**src/rtl/glitch_sweep_ctrl.sv**
```systemverilog
// glitch_sweep_ctrl: walks a glitch engine through a delay x width x repeat
// sweep, arming once per attempt and waiting for the engine or a timeout.
// Each attempt is followed by a cool-down period.
module glitch_sweep_ctrl #(
    parameter int unsigned   DW          = 32,
    parameter int unsigned   WW          = 16,
    parameter logic [DW-1:0] DELAY_START = DW'(0),
    parameter logic [DW-1:0] DELAY_END   = DW'(1000),
    parameter logic [DW-1:0] DELAY_STEP  = DW'(1),
    parameter logic [WW-1:0] WIDTH_START = WW'(1),
    parameter logic [WW-1:0] WIDTH_END   = WW'(12),
    parameter logic [WW-1:0] WIDTH_STEP  = WW'(1),
    parameter int unsigned   REPEATS     = 1,
    parameter int unsigned   SETTLE      = 12_000,
    parameter int unsigned   TIMEOUT     = 12_000_000,
    parameter bit            STOP_ON_HIT = 1'b0
) (
    input  logic          clk,
    input  logic          rst,
    input  logic          start,
    input  logic          abort,
    input  logic          eng_done,
    input  logic          hit,
    output logic [DW-1:0] cfg_delay,
    output logic [WW-1:0] cfg_width,
    output logic          arm,
    output logic          running,
    output logic          sweep_done,
    output logic          hit_flag,
    output logic [15:0]   hit_count,
    output logic [31:0]   attempt_count
);

    localparam int unsigned CW = 32;
    localparam int unsigned RW = 8;

    typedef enum logic [2:0] {
        S_IDLE, S_LOAD, S_ARM, S_WAIT, S_SETTLE, S_NEXT, S_FINISH
    } state_t;

    state_t          state, state_nx;
    logic [RW-1:0]   rep;
    logic [CW-1:0]   tcnt;
    logic [CW-1:0]   scnt;
    logic            hit_now;
    logic [DW:0]     delay_sum;
    logic [WW:0]     width_sum;
    logic            rep_last, width_last, delay_last;
    logic            wait_expire, settle_end, aborting, starting;

    // Sweep-advance sums are one bit wider so the END bound never wraps.
    always_comb begin
        delay_sum   = {1'b0, cfg_delay} + {1'b0, DELAY_STEP};
        width_sum   = {1'b0, cfg_width} + {1'b0, WIDTH_STEP};
        rep_last    = (rep >= RW'(REPEATS - 1));
        width_last  = (width_sum > {1'b0, WIDTH_END});
        delay_last  = (delay_sum > {1'b0, DELAY_END});
        wait_expire = (tcnt >= CW'(TIMEOUT - 1));
        settle_end  = (SETTLE == 0) || (scnt >= CW'(SETTLE - 1));
        aborting    = abort && (state != S_IDLE);
        starting    = (state == S_IDLE) && start && !abort;
    end

    // State register.
    always_ff @(posedge clk) begin
        if (rst) state <= S_IDLE;
        else     state <= state_nx;
    end

    // Next-state logic; abort overrides every non-idle state.
    always_comb begin
        state_nx = state;
        if (aborting) begin
            state_nx = S_IDLE;
        end else begin
            case (state)
                S_IDLE:   if (starting) state_nx = S_LOAD;
                S_LOAD:   state_nx = S_ARM;
                S_ARM:    state_nx = S_WAIT;
                S_WAIT:   if (eng_done || wait_expire) state_nx = S_SETTLE;
                S_SETTLE: if (settle_end)
                              state_nx = (STOP_ON_HIT && hit_now) ? S_FINISH : S_NEXT;
                S_NEXT:   state_nx = (rep_last && width_last && delay_last) ? S_FINISH : S_ARM;
                S_FINISH: state_nx = S_IDLE;
                default:  state_nx = S_IDLE;
            endcase
        end
    end

    // Registered outputs, sweep point, counters and timers.
    always_ff @(posedge clk) begin
        if (rst) begin
            cfg_delay     <= DELAY_START;
            cfg_width     <= WIDTH_START;
            arm           <= 1'b0;
            running       <= 1'b0;
            sweep_done    <= 1'b0;
            hit_flag      <= 1'b0;
            hit_count     <= 16'd0;
            attempt_count <= 32'd0;
            rep           <= '0;
            tcnt          <= '0;
            scnt          <= '0;
            hit_now       <= 1'b0;
        end else begin
            arm        <= (state_nx == S_ARM);
            running    <= (state_nx != S_IDLE);
            sweep_done <= (state_nx == S_FINISH);
            if (!aborting) begin
                case (state)
                    S_IDLE: if (starting) begin
                        hit_flag      <= 1'b0;
                        hit_count     <= 16'd0;
                        attempt_count <= 32'd0;
                        rep           <= '0;
                        cfg_delay     <= DELAY_START;
                        cfg_width     <= WIDTH_START;
                    end
                    S_LOAD: begin
                        cfg_delay <= DELAY_START;
                        cfg_width <= WIDTH_START;
                    end
                    S_ARM: begin
                        tcnt    <= '0;
                        hit_now <= 1'b0;
                    end
                    S_WAIT: begin
                        if (eng_done) begin
                            attempt_count <= attempt_count + 32'd1;
                            scnt          <= '0;
                            if (hit) begin
                                hit_now  <= 1'b1;
                                hit_flag <= 1'b1;
                                if (hit_count != 16'hFFFF) hit_count <= hit_count + 16'd1;
                            end
                        end else if (wait_expire) begin
                            attempt_count <= attempt_count + 32'd1;
                            scnt          <= '0;
                        end else begin
                            tcnt <= tcnt + CW'(1);
                        end
                    end
                    S_SETTLE: scnt <= scnt + CW'(1);
                    S_NEXT: begin
                        if (!rep_last) begin
                            rep <= rep + RW'(1);
                        end else begin
                            rep <= '0;
                            if (!width_last) begin
                                cfg_width <= width_sum[WW-1:0];
                            end else begin
                                cfg_width <= WIDTH_START;
                                if (!delay_last) cfg_delay <= delay_sum[DW-1:0];
                            end
                        end
                    end
                    default: ;
                endcase
            end
        end
    end

endmodule

```
**config.mk**
```make
export PLATFORM = sky130hd
export DESIGN_NAME = glitch_sweep_ctrl
export DESIGN_NICKNAME = d
export VERILOG_FILES = /design/src/rtl/glitch_sweep_ctrl.sv
export SDC_FILE = /design/constraint.sdc
export NUM_CORES = 1
export LEC_CHECK = 0
export ABC_AREA = 1
export CORE_MARGIN = 4
export CORE_UTILIZATION = 51
export DETAILED_ROUTE_END_ITERATION = 6
export PLACE_DENSITY = 0.76
export RECOVER_POWER = 50
export SYNTH_ARGS = -nofsm -noshare
export SYNTH_HDL_FRONTEND = slang
export SYNTH_SLANG_ARGS = --single-unit
```
**constraint.sdc**
```tcl
create_clock -name clk -period 2.2 [get_ports clk]
set_clock_uncertainty 0.1 [all_clocks]
set_input_delay 0.33 -clock clk [delete_from_list [all_inputs] [get_ports clk]]
set_output_delay 0.33 -clock clk [all_outputs]
set_load 0.02 [all_outputs]
```
==> metrics.yaml <==
timing.critical_path.buf_inv: 2
fill_cells: 1426
path_clk_slew_ns: 0.07
regArea_um2: 3380
cp_common_cell: "nand2_1"
cpLargestDelayFamily: "simple AND/OR/NAND/NOR gates"
top_level_ports: 106
final_cell_mix: "nand2_1, nor2_1, buf_4"
synth_async_sr_flop_share_pct: 0
hold_end: "tcnt[26]"
grt_max_degree: 46
synth.distinct_cells: 42
min-delay-start: "rst"
syn_nets: 1473
arrival_ns: 2.73
fin_nets: 1766
p_total_mw: 6.91
instances_no_fill: 1995
holdCritPathClass: "in2reg"
cts_max_level: 4
cts.path.max_buffers: 2
clockRootBuffer: "clkbuf_16"
vias: 10900
power.density_nw_per_um2: 517
synth_warnings: 0
num_rows: 49
synth_seq_cells: 167
violations: "negative setup slack"
clkLatencyLatePin_ns: 0.44
dpl.hpwl_um: 21100
numCtsBuffers: 17
ys_seq_area_share_pct: 35.9
cpPeakStageDelay_ns: 0.38
syn_avg_cell_area_um2: 6.38
synth_area_leader_cell: "dfxtp_1"
p_leak_nw: 5.31
critPathMaxFanout: 7
slowest_stage: "dfxtp_4"
final_common_cell: "nand2_1"
syn_inst: 1461
tritoncts: "yes"
hold_buffers: 0
diodes: 0
rsz0062_at_grt: "yes"
finalSetupViolCount: 56
clock.fmax_ghz: 0.394
initial_utilization_pct: 51.9
place_congestion: 0.971
start_kind: "flop"
r2r_cells: 16
period_needed_ns: 2.54
grt_pass1_wl_um: 47200
dieArea_um2: 20500
core_um2: 18000
viasPerCell: 5.45
synth_area_leaders: "dfxtp_1, nand2_1, nor2_1"
worstPathCellList: "nand2_1, nor2_1, nand2_1, o21ai_1, nand2_1, nor2_1, nand3_1, nor2_1, nand2_1, nor2_2, nand3_2, nand2_4, nand2_4, inv_8, clkbuf_16, nor3_1"
status: "finished with violations"
area_growth_pct: 43.3
max_cap_viol_count: 0
firstDrtPassIters: 7
drt_iter0_markers: 767
rrSetupSlack_ns: -0.34
multi_input_area_um2: 5740
drive_above_1_share_pct: 21.5
finalHoldViolations: 0
crit_type: "reg2reg"
r2r_start: "cfg_delay[1]"
crit_path_end_kind: "flop"
hold_depth: 2
grt_pass1_vias: 9965
drt_wl_total_um: 29700
layout_setup_ws_ns: -0.338
vdd.ir_drop.worst_mv: 0.611
gr-usage-all-layers_pct: 27.8
place_ws_ns: -0.221
netlist_area_um2: 9320
die_h_um: 143
clock-sinks: 167
synth_edf_count: 0
finalCritPeriodShare_pct: 115
synthFlopType: "dfxtp_1"
reg2reg_to: "cfg_delay[26]"
grt-ovfl-total: 0
worst_pin_slew_ns: 0.558
ant_nets: 0
worstSetupStartpoint: "cfg_delay[1]"
die_x_um: 143
slew_headroom_pct: 62.8
report.final.slew_viol_count: 0
dp.cells: 1944
synth_top_area_share_pct: 35.9
port-buffer-count: 105
route.detailed.drc: 0
antenna_found_initial: 0
wl_per_cell_um: 14.9
holdWs_ns: 0.160
required_ns: 2.39
[per-layer routing]
layer,part of all wire [%],vias up,track usage (%)
met4,2.3,0,8.65
met5,0,-,0
met3,6.1,64,3.62
met2,50,412,47.9
li1,-,5364,-
met1,42,5024,36.2
[sequential cells by signal, summed over array words and instances, names as in the netlist]
name,count
hit_flag,1
cfg_delay,32
sweep_done,1
tcnt,32
arm,1
state,3
hit_count,16
running,1
attempt_count,32
cfg_width,16
scnt,32
[cells by family after synthesis]
group | synth area share, %
buffers and inverters | 8.26
and+or+nand+nor | 41.5
xor gates and xnor gates | 4.61
AOI/OAI and AO/OA | 8.94
adders and majority gates | 0.806
DFF | 35.9
[what timing repair did]
| action | in CTS | in global routing |
|---|---|---|
| pin swaps | 15 | 38 |
| setup buffers | 6 | 13 |
| endpoints found under the setup margin | 96 | 134 |
| gates cloned | 1 | 3 |
| resized for setup | 52 | 123 |
[cell usage after synthesis, types with 3 or more instances]
master / count
a211oi_1: 5
a21oi_1: 84
and2_1: 3
buf_1: 5
buf_2: 3
clkbuf_1: 28
clkinv_1: 5
dfxtp_1: 167
ha_1: 6
inv_1: 154
nand2_1: 358
nand3_1: 109
nand3b_1: 3
nand4_1: 47
nor2_1: 229
nor2_2: 4
nor2_4: 4
nor3_1: 82
nor3b_1: 13
nor4_1: 19
o21ai_0: 53
o21ai_1: 3
o21bai_1: 3
or2_2: 3
xnor2_1: 17
xor2_1: 32
[area by class of cell]
type | instances | area share (%)
repair buffers | 313 | 20.4
clock buffers | 22 | 3.70
inverters | 161 | 4.61
clock inverters | 9 | 0.853
flip-flops and latches | 167 | 25.3
multi-input cells | 1094 | 43.0
well taps | 229 | 2.15
[worst reg2reg max path, stage by stage (launching register included)]
cell and delay (ns):
dfxtp_4 0.38, nand2_1 0.11, nor2_1 0.17, nand2_1 0.18, o21ai_1 0.20, nand2_1 0.09, nor2_1 0.13, nand3_1 0.08
nor2_1 0.14, nand2_1 0.08, nor2_2 0.13, nand3_2 0.14, nand2_4 0.11, nand2_4 0.07, inv_8 0.09, clkbuf_16 0.16
nor3_1 0.05
[per-stage QoR]
step | TNS [ns] | util, % | area (um2)
CTS | -5.61 | 71.4 | 12800
global placement | -7.68 | 66.7 | 12000
detailed placement | -9.80 | 66.7 | 12000
floorplan | -0.965 | - | 9380
finish | -11.09 | 74.3 | 13400
global route | -26.67 | 74.3 | 13400
[power by group]
group	total (mW)	internal, mW	switching [mW]
sequential	3.09	3.06	0.0295
clock	3.10	1.82	1.27
combinational	0.722	0.287	0.435
total	6.91	5.17	1.74
[how the worst max path moves through the flow]
stage               endpoint  slack, ns  depth (start not counted)
2_1_floorplan   cfg_delay[2]      -0.04                         18
3_3_place_gp   cfg_delay[10]      -0.20                         16
3_5_place_dp    cfg_delay[7]      -0.22                         18
4_1_cts         cfg_delay[7]      -0.19                         18
5_1_grt         cfg_delay[4]      -0.50                         15
6_report       cfg_delay[26]      -0.34                         16
Power figures use the tool's default switching activity.
